===== src/rtl/robo_pkg.sv =====
// robo_pkg: shared state encodings for the robot controller.
//   STATE_W        - width of the state register / estado_o debug port
//   state_t        - INICIO..PARADO, codes 0..5 (6 and 7 are illegal)
//   RECOVER_STATE  - where an illegal state code lands on the next edge
package robo_pkg;

    localparam int STATE_W = 3;

    typedef enum logic [STATE_W-1:0] {
        INICIO     = 3'd0,
        PROCURAR   = 3'd1,
        ROTACIONAR = 3'd2,
        SEGUIR     = 3'd3,
        REMOVER    = 3'd4,
        PARADO     = 3'd5
    } state_t;

    localparam state_t RECOVER_STATE = INICIO;

endpackage


===== src/rtl/robo_debounce.sv =====
// robo_debounce: single-bit level filter.
//   clock - rising-edge clock
//   reset - synchronous, active-high; clears filter output and counter
//   din   - raw sensor level
//   dout  - filtered level; follows din only after din has differed from
//           dout on DEB_CYCLES consecutive edges
module robo_debounce #(
    parameter int DEB_CYCLES = 2,
    parameter int CNT_W      = 8
) (
    input  logic clock,
    input  logic reset,
    input  logic din,
    output logic dout
);

    localparam logic [CNT_W-1:0] LAST = CNT_W'(DEB_CYCLES - 1);

    logic [CNT_W-1:0] cnt;

    always_ff @(posedge clock) begin
        if (reset) begin
            dout <= 1'b0;
            cnt  <= '0;
        end else if (din != dout) begin
            // Disagreement streak: commit on its DEB_CYCLES-th edge.
            if (cnt == LAST) begin
                dout <= din;
                cnt  <= '0;
            end else begin
                cnt <= cnt + 1'b1;
            end
        end else begin
            // Any agreeing sample breaks the streak, so short pulses vanish.
            cnt <= '0;
        end
    end

endmodule


===== src/rtl/robo_ctrl_param.sv =====
// robo_ctrl_param: wall-following robot controller (Moore FSM).
//   clock, reset      - rising-edge clock, synchronous active-high reset
//   H, L, U, B        - raw sensors: obstacle, left wall, debris, pause
//   Front/Turn/Remove - actuator commands decoded from the state register
//   stuck             - high only in PARADO
//   paused            - filtered B is freezing the FSM
//   estado_o          - current state code (debug)
module robo_ctrl_param
    import robo_pkg::*;
#(
    parameter int DEB_CYCLES    = 2,
    parameter int SEARCH_LIMIT  = 16,
    parameter int MAX_TURNS     = 4,
    parameter int REMOVE_CYCLES = 3,
    parameter int CNT_W         = 8
) (
    input  logic               clock,
    input  logic               reset,
    input  logic               H,
    input  logic               L,
    input  logic               U,
    input  logic               B,
    output logic               Front,
    output logic               Turn,
    output logic               Remove,
    output logic               stuck,
    output logic               paused,
    output logic [STATE_W-1:0] estado_o
);

    localparam logic [CNT_W-1:0] SEARCH_LAST = CNT_W'(SEARCH_LIMIT - 1);
    localparam logic [CNT_W-1:0] TURN_LAST   = CNT_W'(MAX_TURNS - 1);
    localparam logic [CNT_W-1:0] REM_LAST    = CNT_W'(REMOVE_CYCLES - 1);

    logic h_f, l_f, u_f, b_f;

    robo_debounce #(.DEB_CYCLES(DEB_CYCLES), .CNT_W(CNT_W)) u_deb_h (
        .clock(clock), .reset(reset), .din(H), .dout(h_f));
    robo_debounce #(.DEB_CYCLES(DEB_CYCLES), .CNT_W(CNT_W)) u_deb_l (
        .clock(clock), .reset(reset), .din(L), .dout(l_f));
    robo_debounce #(.DEB_CYCLES(DEB_CYCLES), .CNT_W(CNT_W)) u_deb_u (
        .clock(clock), .reset(reset), .din(U), .dout(u_f));
    robo_debounce #(.DEB_CYCLES(DEB_CYCLES), .CNT_W(CNT_W)) u_deb_b (
        .clock(clock), .reset(reset), .din(B), .dout(b_f));

    state_t           state_q, state_d;
    state_t           ret_q, ret_d;
    logic [CNT_W-1:0] search_q, search_d;
    logic [CNT_W-1:0] turn_q, turn_d;
    logic [CNT_W-1:0] rem_q, rem_d;
    logic             legal;
    logic             hold;

    // Illegal codes are never frozen by pause so they always recover.
    assign legal = (state_q <= PARADO);
    assign hold  = b_f && legal && (state_q != PARADO);

    always_ff @(posedge clock) begin
        if (reset) begin
            state_q  <= INICIO;
            ret_q    <= PROCURAR;
            search_q <= '0;
            turn_q   <= '0;
            rem_q    <= '0;
        end else begin
            state_q  <= state_d;
            ret_q    <= ret_d;
            search_q <= search_d;
            turn_q   <= turn_d;
            rem_q    <= rem_d;
        end
    end

    always_comb begin
        state_d  = state_q;
        ret_d    = ret_q;
        search_d = search_q;
        turn_d   = turn_q;
        rem_d    = rem_q;
        if (!hold) begin
            case (state_q)
                INICIO: state_d = PROCURAR;
                PROCURAR: begin
                    search_d = '0;
                    if (u_f) begin
                        ret_d   = PROCURAR;
                        state_d = REMOVER;
                    end else if (h_f) begin
                        state_d = ROTACIONAR;
                    end else if (l_f) begin
                        state_d = SEGUIR;
                    end else if (search_q == SEARCH_LAST) begin
                        state_d = ROTACIONAR;
                    end else begin
                        search_d = search_q + 1'b1;
                    end
                end
                ROTACIONAR: begin
                    turn_d = '0;
                    if (u_f) begin
                        ret_d   = PROCURAR;
                        state_d = REMOVER;
                    end else if (!h_f) begin
                        state_d = l_f ? SEGUIR : PROCURAR;
                    end else if (turn_q == TURN_LAST) begin
                        state_d = PARADO;
                        turn_d  = turn_q;
                    end else begin
                        turn_d = turn_q + 1'b1;
                    end
                end
                SEGUIR: begin
                    if (u_f) begin
                        ret_d   = SEGUIR;
                        state_d = REMOVER;
                    end else if (h_f) begin
                        state_d = ROTACIONAR;
                    end else if (!l_f) begin
                        state_d = PROCURAR;
                    end
                end
                REMOVER: begin
                    // H and L are deliberately ignored here.
                    if (rem_q == REM_LAST) begin
                        rem_d = '0;
                        if (!u_f) begin
                            state_d = ret_q;
                        end
                    end else begin
                        rem_d = rem_q + 1'b1;
                    end
                end
                PARADO: state_d = PARADO;
                default: begin
                    state_d  = RECOVER_STATE;
                    ret_d    = PROCURAR;
                    search_d = '0;
                    turn_d   = '0;
                    rem_d    = '0;
                end
            endcase
        end
    end

    always_comb begin
        Front  = 1'b0;
        Turn   = 1'b0;
        Remove = 1'b0;
        stuck  = 1'b0;
        case (state_q)
            PROCURAR, SEGUIR: Front  = 1'b1;
            ROTACIONAR:       Turn   = 1'b1;
            REMOVER:          Remove = 1'b1;
            PARADO:           stuck  = 1'b1;
            default:          ;
        endcase
        if (hold) begin
            Front  = 1'b0;
            Turn   = 1'b0;
            Remove = 1'b0;
        end
    end

    assign paused   = hold;
    assign estado_o = state_q;

endmodule


===== config.mk =====
export PLATFORM = sky130hd
export DESIGN_NAME = robo_ctrl_param
export DESIGN_NICKNAME = d
export VERILOG_FILES = /design/src/rtl/robo_pkg.sv /design/src/rtl/robo_debounce.sv /design/src/rtl/robo_ctrl_param.sv
export SDC_FILE = /design/constraint.sdc
export NUM_CORES = 1
export LEC_CHECK = 0
export ABC_CLOCK_PERIOD_IN_PS = 3000
export CELL_PAD_IN_SITES_DETAIL_PLACEMENT = 1
export CELL_PAD_IN_SITES_GLOBAL_PLACEMENT = 2
export CORE_UTILIZATION = 35
export CTS_CLUSTER_SIZE = 20
export DETAILED_ROUTE_END_ITERATION = 7
export PLACE_DENSITY = 0.77
export SLEW_MARGIN = 0
export SYNTH_ARGS = -nofsm -noshare
export SYNTH_HDL_FRONTEND = slang
export SYNTH_HIERARCHICAL = 1
export SYNTH_SLANG_ARGS = --single-unit
export TNS_END_PERCENT = 1

===== constraint.sdc =====
create_clock -name clock -period 3 [get_ports clock]
set_input_delay 0.45 -clock clock [delete_from_list [all_inputs] [get_ports clock]]
set_output_delay 0.45 -clock clock [all_outputs]
set_load 0.02 [all_outputs]

==> impl_metrics.tcl <==
set metrics [dict create \
    status "completed" \
    endpoint_kind "output pin" \
    cts_buffers 9 \
    ys_top_cells_by_area "dfxtp_1 (39%), nor2_1 (5.4%), xor2_1 (5.3%)" \
    regToRegSetupSlack_ns 0.83 \
    dieArea_mm2 0.009849 \
    drv_cap 0 \
    post-dp-hpwl_um 5209 \
    reg2reg_depth 5 \
    overflow 0 \
    required_ns 2.55 \
    portBuffers 13 \
    cp-start-kind "register" \
    setup_violations 0 \
    htreeDepth 3 \
    synth_seq_area_share_pct 38.71 \
    cts_tree "built" \
    synth_top_area_share_pct 38.71 \
    tns_ns 0 \
    synth-edff-count 0 \
    r2r_end "turn_q[5]" \
    yosysMostFrequentCell "dfxtp_1" \
    ys_ff_latch 64 \
    p_leak_nw 1.302 \
    max_freq_mhz 393.0 \
    crit_type "reg2out" \
    vdd_drop_max_mv 0.2037 \
    synth.avg_cell_area_um2 8.849 \
    num-nets-final 409 \
    hold_viol 0 \
    vias_per_cell 5.319 \
    fin_crit_sh_pct 84.81 \
    hold_path.class "reg2reg" \
    clock_skew_ns 0.006149 \
    r2r-start "estado_o[0]" \
    maxSlewViolCount 0 \
    rows 35 \
    worstPathMaxFanout 16 \
    cts_buffer_depth 2 \
    cp_top_family "flip-flops" \
    die_h_um 99.24 \
    layout_min_cycle_time_ns 2.544 \
    synth.largest_area_cell "dfxtp_1" \
    synth_nets 392 \
    gp_congestion 0.7297 \
    worstPathArrival_ns 2.09 \
    crit_start "estado_o[0]" \
    crit_end "Front" \
    ys.flop_type "dfxtp_1" \
    n_antenna_cell 0 \
    grt_pass1_vias 2636 \
    async_reset_ff_share_pct 0 \
    firstDrtPassIters 4 \
    grtUsageMet2_pct 24.68 \
    cts-root-buf "clkbuf_8" \
    critical_path.max_stage_delay_ns 0.63 \
    grt_use_met3_pct 3.092 \
    path_cells "nand2b_1, nor2_1, clkdlybuf4s50_1" \
    grt_util_met1_pct 20.24 \
    cts_num_sinks 64 \
    total_power_mw 2.240 \
    cts_resized 0 \
    area_delta_synth_final_pct 11.57 \
    worst-path-stages 3 \
    grt_antenna_before_repair 0 \
    vias 2686 \
    path_clk_slew_ns 0.07 \
    grt_busiest_layer "met2" \
    ios 14 \
    drive_above_1_share_pct 10.66 \
    syn_area_mm2 0.003309 \
    utilization_pct 40.15 \
    drc_errors 0 \
    max-slew-margin-rel_pct 51.24 \
    synth_cell_types 57 \
    clk-insertion-delay-late_ns 0.34 \
    rsz0062_at_grt "false" \
    tightest_slew_ns 0.7279 \
    start_util_pct 35.99 \
    grt_pass1_wl_um 12220 \
    routed_wl_um 7096 \
    grt_max_degree 17 \
    drt_iter0_markers 55 \
    ant_nets 0 \
    die_width_um 99.24 \
    core_area_mm2 0.009196 \
    timing.critical_path.buf_inv 1 \
    synthTopCellsByCount "dfxtp_1 (64), nor2_1 (48), a21oi_1 (25), o21ai_0 (25)" \
    postCtsSetupBuffers 0 \
    power_density_mw_per_mm2 606.7 \
    grt_usage_pct 15.64 \
    ys_warn_count 6 \
    syn-instance-count 374 \
    slowest_stage "dfxtp_1" \
    cts_hold_buf 0 \
    avgRoutedWirePerCell_um 14.05 \
    holdCritStartpoint "u_deb_u/cnt[0]" \
]
-- flip-flops by register name, summed over array words and instances (netlist names) --
name	flops
u_deb_l/dout	1
u_deb_u/dout	1
estado_o	3
rem_q	8
u_deb_h/cnt	8
u_deb_h/dout	1
u_deb_u/cnt	8
u_deb_b/cnt	8
ret_q	1
u_deb_l/cnt	8
search_q	8
u_deb_b/dout	1
turn_q	8
-- worst reg2reg max path: cells and delay by family (launching register included) --
kind             cells  cell delay [ns]
AND/OR/NAND/NOR      1             0.29
flip-flops           1             0.46
AO/OA/AOI/OAI        4             1.33
-- logic make-up (layout without fill, tap and decap cells) --
kind of cell / Yosys count / count (layout) / synth area share, %
AOI/OAI and AO/OA: 83 / 83 / 17.51
xor gates and xnor gates: 29 / 29 / 7.675
adders and majority gates: 12 / 12 / 4.537
buffers and inverters: 32 / 52 / 4.575
DFF: 64 / 64 / 38.71
muxes: 2 / 2 / 0.6427
and+or+nand+nor: 152 / 152 / 26.35
-- per-layer routing --
metal | share of wire [%] | vias to the layer above
li1 | - | 1367
met1 | 51 | 1295
met2 | 45 | 14
met3 | 1.5 | 10
met4 | 2.0 | 0
met5 | 0 | -
-- through the flow --
stage	setup slack (ns)	instances	hold slack (ns)	instance area [µm²]
3_3_place_gp	0.8451	491	0.4485	3532
6_report	0.4557	505	0.4683	3692
2_1_floorplan	1.010	374	0.4334	3309
5_1_grt	0.3023	505	0.5111	3692
4_1_cts	0.4359	505	0.4776	3692
3_5_place_dp	0.8121	491	0.4601	3532
-- layout by cell type, fill, tap and decap left out, drive strengths merged, types with 4 or more instances in the layout --
master          n
dfxtp          64
nor2           48
o21ai          25
a21oi          25
inv            22
nand3          22
xor2           20
or3            20
nand2          13
clkdlybuf4s50  13
ha             12
clkbuf         10
nand4           9
xnor2           9
and3            8
a211oi          7
o211ai          5
nand2b          4
o21a            4
or4b            4
nor3            4
nor4            4
-- report_power, final --
group | switching, mW | leakage, nW | internal [mW]
clock network | 0.324 | 0.0838 | 0.308
registers | 0.0884 | 0.518 | 0.895
logic | 0.353 | 0.700 | 0.272
total | 0.765 | 1.30 | 1.47
-- worst min path at each step --
stage                                 to  slack (ns)  cells past startpoint
after floorplan           u_deb_u/cnt[0]        0.43                      1
after global placement    u_deb_u/cnt[0]        0.45                      1
after detailed placement  u_deb_u/cnt[0]        0.46                      1
after CTS                 u_deb_u/cnt[0]        0.48                      1
after global routing      u_deb_u/cnt[0]        0.51                      1
final                     u_deb_u/cnt[0]        0.47                      1
-- area by class of cell --
type / instances / area [µm²]
Fill cell: 1114 / 5504
Multi-Input combinational cell: 278 / 1877
Sequential cell: 64 / 1281
Timing Repair Buffer: 16 / 152.6
Tap cell: 111 / 138.9
Clock buffer: 10 / 137.6
Inverter: 22 / 82.58
Clock inverter: 4 / 22.52
Note: power is estimated with default switching activity, not from simulation.
